### config.mk
export PLATFORM = sky130hd
export DESIGN_NAME = alu_op_sequencer
export DESIGN_NICKNAME = d
export VERILOG_FILES = /design/src/rtl/alu_seq_pkg.sv /design/src/rtl/alu_seq_regfile.sv /design/src/rtl/alu_op_sequencer.sv
export SDC_FILE = /design/constraint.sdc
export NUM_CORES = 1
export LEC_CHECK = 0
export ABC_AREA = 1
export CAP_MARGIN = 30
export CORE_MARGIN = 5
export CORE_UTILIZATION = 45
export CTS_CLUSTER_SIZE = 28
export DETAILED_ROUTE_END_ITERATION = 10
export PLACE_DENSITY = 0.71
export SLEW_MARGIN = 20
export SYNTH_ARGS = -nofsm -noshare
export SYNTH_HDL_FRONTEND = slang
export SYNTH_SLANG_ARGS = --single-unit
### constraint.sdc
create_clock -name clk -period 2 [get_ports clk]
set_input_delay 0.5 -clock clk [delete_from_list [all_inputs] [get_ports clk]]
set_output_delay 0.5 -clock clk [all_outputs]
set_load 0.005 [all_outputs]
### src/rtl/alu_seq_pkg.sv
// Shared types and instruction-field layout for the ALU op sequencer.
// The instruction word is packed LSB->MSB as S, rd, ra, rb, CM, REP.
package alu_seq_pkg;

    localparam int S_W    = 4;
    localparam int CM_W   = 2;
    localparam int S_LSB  = 0;
    localparam int RD_LSB = S_W;

    typedef enum logic [1:0] {
        GRP_ARITH = 2'b00,
        GRP_LOGIC = 2'b01,
        GRP_SHR   = 2'b10,
        GRP_SHL   = 2'b11
    } grp_e;

    typedef enum logic [1:0] {
        CM_ZERO = 2'b00,
        CM_ONE  = 2'b01,
        CM_CF   = 2'b10,
        CM_RSVD = 2'b11
    } cm_e;

    typedef enum logic [1:0] {
        ST_IDLE = 2'b00,
        ST_EXEC = 2'b01,
        ST_WB   = 2'b10
    } state_e;

    function automatic int ra_lsb(input int ra_w);
        return RD_LSB + ra_w;
    endfunction

    function automatic int rb_lsb(input int ra_w);
        return RD_LSB + 2 * ra_w;
    endfunction

    function automatic int cm_lsb(input int ra_w);
        return RD_LSB + 3 * ra_w;
    endfunction

    function automatic int rep_lsb(input int ra_w);
        return cm_lsb(ra_w) + CM_W;
    endfunction

    function automatic int instr_width(input int ra_w, input int rep_w);
        return rep_lsb(ra_w) + rep_w;
    endfunction

    // One bit drives carry-in and both shift fills; reserved CM code behaves as zero.
    function automatic logic cm_fill(input logic [1:0] cm, input logic cf);
        logic fill;
        case (cm)
            CM_ONE:  fill = 1'b1;
            CM_CF:   fill = cf;
            default: fill = 1'b0;
        endcase
        return fill;
    endfunction

endpackage

### src/rtl/alu_seq_regfile.sv
// NREG x 4-bit register file: one write port, two operand read ports and a debug read port.
module alu_seq_regfile #(
    parameter int NREG = 4,
    parameter int RA_W = 2
) (
    input  logic            clk,
    input  logic            rst,
    input  logic            we,
    input  logic [RA_W-1:0] wa,
    input  logic [3:0]      wd,
    input  logic [RA_W-1:0] ra_a,
    input  logic [RA_W-1:0] ra_b,
    input  logic [RA_W-1:0] ra_dbg,
    output logic [3:0]      rd_a,
    output logic [3:0]      rd_b,
    output logic [3:0]      rd_dbg
);

    logic [3:0] mem_q [NREG];
    logic [3:0] mem_d [NREG];

    // Next-state of every entry: the addressed one takes the write data.
    always_comb begin
        for (int i = 0; i < NREG; i++) begin
            mem_d[i] = (we && (wa == RA_W'(i))) ? wd : mem_q[i];
        end
    end

    // Storage flops with asynchronous clear.
    always_ff @(posedge clk or posedge rst) begin
        if (rst) begin
            for (int i = 0; i < NREG; i++) begin
                mem_q[i] <= 4'h0;
            end
        end else begin
            mem_q <= mem_d;
        end
    end

    assign rd_a   = mem_q[ra_a];
    assign rd_b   = mem_q[ra_b];
    assign rd_dbg = mem_q[ra_dbg];

endmodule

### src/rtl/alu_op_sequencer.sv
// Issues instructions to an external combinational 4-bit ALU, iterating REP+1 times with
// feedback into operand A, then writes the result back to the register file.
module alu_op_sequencer
    import alu_seq_pkg::*;
#(
    parameter  int NREG    = 4,
    parameter  int REP_W   = 2,
    localparam int RA_W    = $clog2(NREG),
    localparam int INSTR_W = instr_width(RA_W, REP_W)
) (
    input  logic               clk,
    input  logic               rst,
    input  logic               instr_valid,
    output logic               instr_ready,
    input  logic [INSTR_W-1:0] instr,
    input  logic               ld_valid,
    input  logic [RA_W-1:0]    ld_addr,
    input  logic [3:0]         ld_data,
    input  logic [RA_W-1:0]    rf_rd_addr,
    output logic [3:0]         rf_rd_data,
    output logic [3:0]         alu_A,
    output logic [3:0]         alu_B,
    output logic [3:0]         alu_S,
    output logic               alu_C_in,
    output logic               alu_A_l,
    output logic               alu_A_r,
    input  logic [3:0]         alu_O,
    input  logic               alu_C_out,
    output logic               done,
    output logic               cf,
    output logic               zf
);

    localparam int RA_LSB  = ra_lsb(RA_W);
    localparam int RB_LSB  = rb_lsb(RA_W);
    localparam int CM_LSB  = cm_lsb(RA_W);
    localparam int REP_LSB = rep_lsb(RA_W);

    state_e           state_q, state_d;
    logic [3:0]       s_q, s_d;
    logic [RA_W-1:0]  rd_q, rd_d;
    logic [1:0]       cm_q, cm_d;
    logic [3:0]       opa_q, opa_d;
    logic [3:0]       opb_q, opb_d;
    logic [REP_W-1:0] iter_q, iter_d;
    logic             cf_q, cf_d;
    logic             zf_q, zf_d;
    logic             done_q, done_d;

    logic             rf_we_s;
    logic [RA_W-1:0]  rf_wa_s;
    logic [3:0]       rf_wd_s;
    logic [3:0]       rf_a_s;
    logic [3:0]       rf_b_s;
    logic             fill_s;

    alu_seq_regfile #(
        .NREG (NREG),
        .RA_W (RA_W)
    ) u_regfile (
        .clk    (clk),
        .rst    (rst),
        .we     (rf_we_s),
        .wa     (rf_wa_s),
        .wd     (rf_wd_s),
        .ra_a   (instr[RA_LSB +: RA_W]),
        .ra_b   (instr[RB_LSB +: RA_W]),
        .ra_dbg (rf_rd_addr),
        .rd_a   (rf_a_s),
        .rd_b   (rf_b_s),
        .rd_dbg (rf_rd_data)
    );

    // Next-state, operand/flag updates and register-file write selection.
    always_comb begin
        state_d = state_q;
        s_d     = s_q;
        rd_d    = rd_q;
        cm_d    = cm_q;
        opa_d   = opa_q;
        opb_d   = opb_q;
        iter_d  = iter_q;
        cf_d    = cf_q;
        zf_d    = zf_q;
        done_d  = 1'b0;
        rf_we_s = 1'b0;
        rf_wa_s = ld_addr;
        rf_wd_s = ld_data;
        case (state_q)
            ST_IDLE: begin
                // Operands come from the pre-write RF even when a load lands this cycle.
                rf_we_s = ld_valid;
                if (instr_valid) begin
                    s_d     = instr[S_LSB +: S_W];
                    rd_d    = instr[RD_LSB +: RA_W];
                    cm_d    = instr[CM_LSB +: CM_W];
                    opa_d   = rf_a_s;
                    opb_d   = rf_b_s;
                    iter_d  = instr[REP_LSB +: REP_W];
                    state_d = ST_EXEC;
                end else begin
                    state_d = ST_IDLE;
                end
            end
            ST_EXEC: begin
                opa_d = alu_O;
                case (s_q[3:2])
                    GRP_ARITH: cf_d = alu_C_out;
                    GRP_SHR:   cf_d = opa_q[0];
                    GRP_SHL:   cf_d = opa_q[3];
                    default:   cf_d = cf_q;
                endcase
                if (iter_q == '0) begin
                    state_d = ST_WB;
                end else begin
                    iter_d = iter_q - REP_W'(1);
                end
            end
            ST_WB: begin
                rf_we_s = 1'b1;
                rf_wa_s = rd_q;
                rf_wd_s = opa_q;
                zf_d    = (opa_q == 4'h0);
                done_d  = 1'b1;
                state_d = ST_IDLE;
            end
            default: begin
                state_d = ST_IDLE;
            end
        endcase
    end

    // Sequencer state and datapath registers.
    always_ff @(posedge clk or posedge rst) begin
        if (rst) begin
            state_q <= ST_IDLE;
            s_q     <= 4'h0;
            rd_q    <= '0;
            cm_q    <= 2'b00;
            opa_q   <= 4'h0;
            opb_q   <= 4'h0;
            iter_q  <= '0;
            cf_q    <= 1'b0;
            zf_q    <= 1'b0;
            done_q  <= 1'b0;
        end else begin
            state_q <= state_d;
            s_q     <= s_d;
            rd_q    <= rd_d;
            cm_q    <= cm_d;
            opa_q   <= opa_d;
            opb_q   <= opb_d;
            iter_q  <= iter_d;
            cf_q    <= cf_d;
            zf_q    <= zf_d;
            done_q  <= done_d;
        end
    end

    // Fill follows the live cf so each iteration sees the carry left by the previous one.
    assign fill_s      = cm_fill(cm_q, cf_q);
    assign instr_ready = (state_q == ST_IDLE);
    assign alu_A       = opa_q;
    assign alu_B       = opb_q;
    assign alu_S       = s_q;
    assign alu_C_in    = fill_s;
    assign alu_A_l     = fill_s;
    assign alu_A_r     = fill_s;
    assign done        = done_q;
    assign cf          = cf_q;
    assign zf          = zf_q;

endmodule

== Yosys cells after proc, flatten, opt, wreduce, memory -nomap -nowiden ==
Cells that the tools add are included.
W data, S select, Z words.

* Add/subtract/negate cells: 1
* Magnitude comparators: 3
* Equal/unequal tests: 12
* Multiplexer cells: 23
* Bitwise logic cells: 3
* Reduce and logical (&&, ||, !) cells: 15

{| class="wikitable"
|+ Operator list
! kind !! number
|-
| $mux W4 || 8
|-
| $bmux W4 S2 || 3
|-
| $eq A2 B2 Y1 const B || 6
|-
| $ge A3 B3 Y1 const B || 3
|-
| $not A2 Y3 || 3
|-
| $logic_not A2 Y1 || 4
|-
| $mux W2 || 4
|-
| $pmux W2 S2 || 2
|-
| $pmux W4 S2 || 1
|-
| $eq A2 B1 Y1 const B || 3
|-
| $ne A2 B2 Y1 const B || 3
|-
| $reduce_and A2 Y1 || 3
|-
| $logic_and A1 B1 Y1 || 4
|-
| $logic_not A4 Y1 || 1
|-
| $pmux W1 S2 || 2
|-
| $pmux W1 S3 || 1
|-
| $reduce_and A3 Y1 || 1
|-
| $reduce_bool A3 Y1 || 1
|-
| $mux W1 || 2
|-
| $reduce_bool A2 Y1 || 1
|-
| $sub A2 B1 Y2 const B || 1
|}

* Flip-flop bits (word level): 39
* Input port bits: 31
* Output and inout bits: 23
* Logic and storage cells: 71

== Longest topological paths before layout ==
Gate-level depths: netlist of the first run.

* Depth in word-level cells: 6
* Gate-level depth with buffers: 8
* Depth with buffers taken out: 7

== By module ==
A second synthesis of the first run with hierarchy kept.

* Cell total of the unflattened synthesis: 339
* Area, all modules: 2346.0 um^2

{| class="wikitable"
|+ By module, submodules not included
! module !! times used !! cells an instance !! area an instance (um^2) !! seq. area each (um^2)
|-
| alu_op_sequencer || 1 || 157 || 1211.2 || 575.6
|-
| alu_seq_regfile || 1 || 182 || 1134.8 || 400.4
|}

== Least setup slack after synthesis of the first run ==
No wires, ideal clock.

* Path type: input to output
* Start: input rf_rd_addr[0]
* End: output rf_rd_data[0]
* Data arrival time: 1.089 ns
* Data required time: 1.500 ns
* Setup slack: 0.411 ns
* Stages on the path: 4
* Buffers on the path: 1
* Path through: clkbuf_1 > inv_1 > o21ai_0 > o22ai_1

* Longest elaborated chain between the ends: 4

{| class="wikitable"
|+ RTL lines
! what !! line !! source
|-
| start, declared || alu_op_sequencer.sv:19 || <nowiki>input logic [RA_W-1:0] rf_rd_addr,</nowiki>
|-
| $not A2 Y3 (not written as such) || alu_seq_regfile.sv:42 || <nowiki>assign rd_dbg = mem_q[ra_dbg];</nowiki>
|-
| $bmux W4 S2 || alu_seq_regfile.sv:42 ||
|-
| $mux W4 (not written as such) (2 in a row) || alu_seq_regfile.sv:42 ||
|-
| end, declared || alu_op_sequencer.sv:20 || <nowiki>output logic [3:0] rf_rd_data,</nowiki>
|}

No other way between the ends. The select of a mux whose other input is x is not followed.

== Final worst setup path of the first run ==
* Start: register state_q[0]
* End: output instr_ready

* Longest elaborated chain between the ends: 1

{| class="wikitable"
|+ RTL lines
! what !! line !! source
|-
| start, declared || alu_op_sequencer.sv:39 || <nowiki>state_e state_q, state_d;</nowiki>
|-
| start signal, assigned || alu_op_sequencer.sv:147 || <nowiki>state_q <= state_d;</nowiki>
|-
| $logic_not A2 Y1 || alu_op_sequencer.sv:162 || <nowiki>assign instr_ready = (state_q == ST_IDLE);</nowiki>
|-
| end, declared || alu_op_sequencer.sv:14 || <nowiki>output logic instr_ready,</nowiki>
|}

No other way between the ends.

==> results.json, run 1 <==
{
  "ys_types": 21,
  "cts-root-buf": "clkbuf_8",
  "synth-xor-area-share": 0,
  "r2r_end": "u_regfile.mem_q[13]$_DFFE_PP0P_",
  "die_height_um": 79.9,
  "synth_seq_area_share": 0.444,
  "finClkSkew_ns": 0.00928,
  "crit_required_ns": 1.50,
  "die_x_um": 79.9,
  "netlist_area_um2": 2200,
  "final_common_cell": "nand2_1",
  "clock_sinks": 39,
  "drt-initial-drc-count": 174,
  "setup_viol": 0,
  "diodes": 0,
  "first_pass_iters": 4,
  "multi_input_area_um2": 1070,
  "vias": 2192,
  "crit_type": "reg2out",
  "power_density_nw_per_um2": 1410,
  "drv_cap": 0,
  "grt_antenna_before_repair": 0,
  "std_cell_rows": 25,
  "hold_viol": 0,
  "worst_setup_path_start_kind": "register",
  "hold_path.class": "reg2reg",
  "grt_usage": 0.189,
  "io_buffers": 53,
  "synth_nets": 344,
  "synthToLayoutAreaGrowth_pct": 35.8,
  "ios": 54,
  "syn_area_per_cell_um2": 7.09,
  "peakVddDrop_mv": 0.723,
  "fin_crit_sh": 0.962,
  "total_power_w": 0.00420,
  "grt_pass1_wl_um": 9470,
  "synthAdderAreaFrac": 0.0171,
  "ys_seq_elements": 39,
  "synth_compound_area_frac": 0.105,
  "cp-end-kind": "primary output",
  "gp_congestion": 0.896,
  "rsz0062_at_grt": "false",
  "synth_top_cell_by_area": "dfrtp_1",
  "layout.nets": 411,
  "worstPathMaxFanout": 4,
  "grt_overflow_total": 0,
  "r2r-start": "state_q[0]$_DFFE_PP0P_",
  "drc": 0,
  "synth_top_family_by_area": "simple AND/OR/NAND/NOR gates",
  "clockBufferDepth": 2,
  "design.core.area_um2": 4720,
  "muxShareOfSynthArea": 0,
  "yosysTopAreaCellShare": 0.444,
  "synth_simple_gate_area_frac": 0.365,
  "design_area_um2": 2980,
  "cts_tree": "done",
  "h-tree-depth": 2,
  "ant_nets": 0,
  "grt_max_degree": 40,
  "reg2reg_depth": 7,
  "slew_headroom": 0.792,
  "fin_crit_ns": 1.92,
  "ys.warnings.count": 0,
  "worstMarginPinSlew_ns": 0.311,
  "fmax_mhz": 520,
  "final_cell_mix": "nand2_1, clkdlybuf4s50_1, dfrtp_1",
  "min-delay-start": "alu_B[0]$_DFFE_PP0P_",
  "yosys-top-cells-area": "dfrtp_1, nand2_1, nand3_1, nor2_1, o21ai_0",
  "final_max_slew_viol_count": 0,
  "dp_hpwl_um": 4330,
  "placed_area_um2": 2870,
  "status": "completed",
  "cp.arrival_ns": 1.42,
  "post_drt_wl_per_cell_um": 12.7,
  "regArea_um2": 976,
  "min_to": "alu_B[0]$_DFFE_PP0P_",
  "clk_latency_ns": 0.29,
  "first_global_vias": 2103,
  "final_layout_size_suffix_gt1_frac": 0.124,
  "hold_path_depth": 2,
  "clkTransAtPathRegs_ns": 0.08,
  "post_drt_via_cell_ratio": 4.93,
  "dieArea_um2": 6380,
  "cts_buffers": 5,
  "r2r_setup_slack_ns": 0.47,
  "fillers": 416,
  "wirelength_um": 5670,
  "start_util": 0.465,
  "p_leak_nw": 1.53,
  "synthCells": 310
}
## routing by layer
layer	track usage	part of all wire	vias up	wire [µm]
li1	-	-	1122	-
met4	0.0642	0.019	0	107
met5	0	0	-	0
met3	0.0339	0.057	12	322
met2	0.312	0.47	69	2670
met1	0.249	0.45	989	2560
## report_power, final
group          internal (W)  leakage [nW]  switching (W)
logic              0.000944         0.980        0.00111
clock network      0.000371        0.0581       0.000281
registers           0.00116         0.487       0.000327
## cell usage after synthesis (all sizes together)
cell / n
buf: 8
o31ai: 1
o22ai: 4
dfrtp: 39
inv: 24
a21oi: 2
nand3b: 1
o21ai: 34
nand3: 32
ha: 3
nor2: 39
clkbuf: 1
nand2: 122
## state kept, by name (all words and copies together) (netlist names)
register,count
alu_S,4
state_q,2
zf,1
alu_B,4
u_regfile.mem_q,16
done,1
cm_q,2
rd_q,2
alu_A,4
iter_q,2
cf,1
## metrics by stage
stage          worst slack [ns]  TNS (ns)  std cells   util  hold WS (ns)
3_3_place_gp             -0.424     -1.68        435  0.607         0.470
5_1_grt                  0.0200         0        445  0.632         0.514
4_1_cts                  0.0376         0        445  0.633         0.496
6_report                 0.0766         0        445  0.632         0.486
3_5_place_dp             -0.476     -1.85        435  0.607         0.465
2_1_floorplan             0.411         0        310      -         0.462
## worst max-delay path by stage
stage                     depth (start not counted)                   start             to  slack, ns
after global placement                            5           rf_rd_addr[0]  rf_rd_data[3]      -0.42
after floorplan                                   4           rf_rd_addr[0]  rf_rd_data[0]       0.41
after CTS                                         6           rf_rd_addr[0]  rf_rd_data[0]       0.04
after global routing                              2  state_q[0]$_DFFE_PP0P_    instr_ready       0.02
after detailed placement                          5           rf_rd_addr[0]  rf_rd_data[1]      -0.48
final                                             2  state_q[0]$_DFFE_PP0P_    instr_ready       0.08
## worst max-delay path, stage by stage, from the launching register on
cell and delay [ns]:
dfrtp_1 0.43, nor2_2 0.18, clkdlybuf4s50_1 0.52
## kinds of logic after synthesis
kind of cell               Yosys count
and+or+nand+nor                    194
AOI/OAI and AO/OA                   41
DFF                                 39
buffers and inverters               33
adders and majority gates            3
## cell type report
type,instances,area share
clock buffer,5,0.0231
clock inverter,3,0.0147
inverter,24,0.0302
multi-input combinational,238,0.360
sequential,39,0.327
tap,67,0.0281
timing repair buffer,69,0.217
## repair_timing
item / 4_1_cts / 5_1_grt
endpoints found under the hold margin: 0 / 0
hold buffers: 0 / 0
endpoints found under the setup margin: 7 / 3
cloned: 0 / 0
buffers inserted: 2 / 0
gates resized for setup: 14 / 4
pin swaps: 1 / 0
No activity file was read; power rests on OpenSTA's default activity.
==> inputs of run 2 (changes only) <==
--- a/config.mk
+++ b/config.mk
@@ -11,7 +11,9 @@
 export CORE_UTILIZATION = 45
 export CTS_CLUSTER_SIZE = 28
 export DETAILED_ROUTE_END_ITERATION = 10
+export HOLD_SLACK_MARGIN = 0.05
 export PLACE_DENSITY = 0.71
+export RECOVER_POWER = 25
 export SLEW_MARGIN = 20
 export SYNTH_ARGS = -nofsm -noshare
 export SYNTH_HDL_FRONTEND = slang
==> run 2 against run 1 <==
Hold slack is the same; clock-buffer cell count unchanged; via count down 0.14%; sequential power about the same; largest cell class unchanged; largest power group unchanged.
==> results.json, run 2 (same netlist as run 1, synthesis figures left out) <==
{
  "cts_tree": "done",
  "fillers": 417,
  "worst-path-buf-inv": 1,
  "die_height_um": 79.9,
  "worst_setup_path_start_kind": "register",
  "worstPathMaxFanout": 4,
  "clockBufferDepth": 2,
  "dp_slack_ns": -0.476,
  "slowest_delay_ns": 0.52,
  "fmax_mhz": 520,
  "crit_type": "reg2out",
  "design_area_um2": 2970,
  "r2r_setup_slack_ns": 0.47,
  "h-tree-depth": 2,
  "design.core.area_um2": 4720,
  "grt_overflow_total": 0,
  "final_max_slew_viol_count": 0,
  "io_buffers": 53,
  "first_pass_iters": 4,
  "first_global_vias": 2103,
  "cp.arrival_ns": 1.42,
  "largest_reg_flops": 16,
  "fin_crit_sh": 0.962,
  "worstMarginPinSlew_ns": 0.973,
  "post_drt_via_cell_ratio": 4.92,
  "gp_congestion": 0.896,
  "power_density_nw_per_um2": 1410,
  "final_layout_size_suffix_gt1_frac": 0.124,
  "drt-initial-drc-count": 174,
  "layout.nets": 411,
  "critPathTopFamily": "buffers and inverters",
  "p_leak_nw": 1.52,
  "start_util": 0.465,
  "cp-end-kind": "primary output",
  "layout_setup_ws_ns": 0.0766,
  "finClkSkew_ns": 0.00928,
  "hold_viol": 0,
  "multi_input_area_um2": 1070,
  "status": "completed",
  "grt_max_degree": 40,
  "regArea_um2": 976,
  "post_drt_wl_per_cell_um": 12.7,
  "clk_latency_ns": 0.29,
  "crit_required_ns": 1.50,
  "synthToLayoutAreaGrowth_pct": 35.1,
  "cts_buffers": 5,
  "std_cell_rows": 25,
  "dieArea_um2": 6380,
  "rsz0062_at_grt": "false",
  "final_cell_mix": "nand2_1, clkdlybuf4s50_1, dfrtp_1",
  "path_cells": "nor2_2, clkdlybuf4s50_1",
  "fin_crit_ns": 1.92,
  "dp.cells": 435,
  "cts-root-buf": "clkbuf_8",
  "grt_pass1_wl_um": 9470,
  "placed_area_um2": 2870,
  "clock_sinks": 39,
  "hold_path.class": "reg2reg",
  "dp_hpwl_um": 4330,
  "peakVddDrop_mv": 0.723,
  "grt_usage": 0.189,
  "diodes": 0,
  "setup_viol": 0,
  "final_cells": 445,
  "drv_cap": 0,
  "slowest_stage": "clkdlybuf4s50_1",
  "regMostFlops": "u_regfile.mem_q",
  "slew_headroom": 0.351,
  "final_common_cell": "nand2_1",
  "vias": 2189,
  "clkTransAtPathRegs_ns": 0.08,
  "ios": 54,
  "grt_antenna_before_repair": 0,
  "ant_nets": 0,
  "drc": 0,
  "die_x_um": 79.9,
  "wirelength_um": 5670
}
==> run 2: area by class of cell <==
type | count | area share
clock buffers | 5 | 0.0232
clock inverters | 3 | 0.0147
inverters | 24 | 0.0303
multi-input cells | 238 | 0.362
flip-flops and latches | 39 | 0.329
well taps | 67 | 0.0282
repair buffers | 69 | 0.213
==> run 2: routing by layer <==
| metal | GRT usage | wire length, µm |
|---|---|---|
| met2 | 0.312 | 2670 |
| met5 | 0 | 0 |
| met4 | 0.0642 | 107 |
| met3 | 0.0339 | 322 |
| met1 | 0.249 | 2570 |
==> run 2: report_power, final <==
| group | switching [W] | total (W) | internal, W |
|---|---|---|---|
| clock | 0.000281 | 0.000652 | 0.000371 |
| combinational | 0.00111 | 0.00205 | 0.000940 |
| sequential | 0.000327 | 0.00149 | 0.00116 |
| total | 0.00172 | 0.00419 | 0.00247 |
==> run 2: what timing repair did <==
item / 4_1_cts / 5_1_grt
endpoints found under the setup margin: 7 / 3
pin swaps: 1 / 0
gates resized for setup: 14 / 4
buffers inserted: 2 / 0
hold buffers: 0 / 0
hold endpoints to repair: 0 / 0
==> run 2: stage by stage <==
stage               total power, W   util  hold slack, ns  setup TNS [ns]
floorplan                  0.00263      -           0.462               0
global placement           0.00355  0.607           0.470           -1.68
detailed placement         0.00358  0.607           0.465           -1.85
CTS                        0.00422  0.633           0.496               0
global route               0.00453  0.629           0.514               0
finish                     0.00419  0.629           0.486               0
==> run 2: worst register-to-register path, stage by stage, from the launching register on <==
cell and delay, ns:
dfrtp_1 0.43, inv_2 0.13, nand2_2 0.19, nand2_1 0.11, nand2_1 0.11, nor2_2 0.27
nand3_1 0.12, nand2_1 0.10
==> run 2: worst paths after layout <==
| check | from | depth (start not counted) | end |
|---|---|---|---|
| setup / recovery | state_q[0]$_DFFE_PP0P_ | 2 | instr_ready |
| hold reg to reg | alu_B[0]$_DFFE_PP0P_ | 2 | alu_B[0]$_DFFE_PP0P_ |
| min in group asynchronous | rst | 3 | alu_S[2]$_DFFE_PP0P_ |
| max in group asynchronous | rst | 3 | u_regfile.mem_q[2]$_DFFE_PP0P_ |
| setup reg to reg | state_q[0]$_DFFE_PP0P_ | 7 | u_regfile.mem_q[13]$_DFFE_PP0P_ |
| hold / removal | alu_B[0]$_DFFE_PP0P_ | 2 | alu_B[0]$_DFFE_PP0P_ |
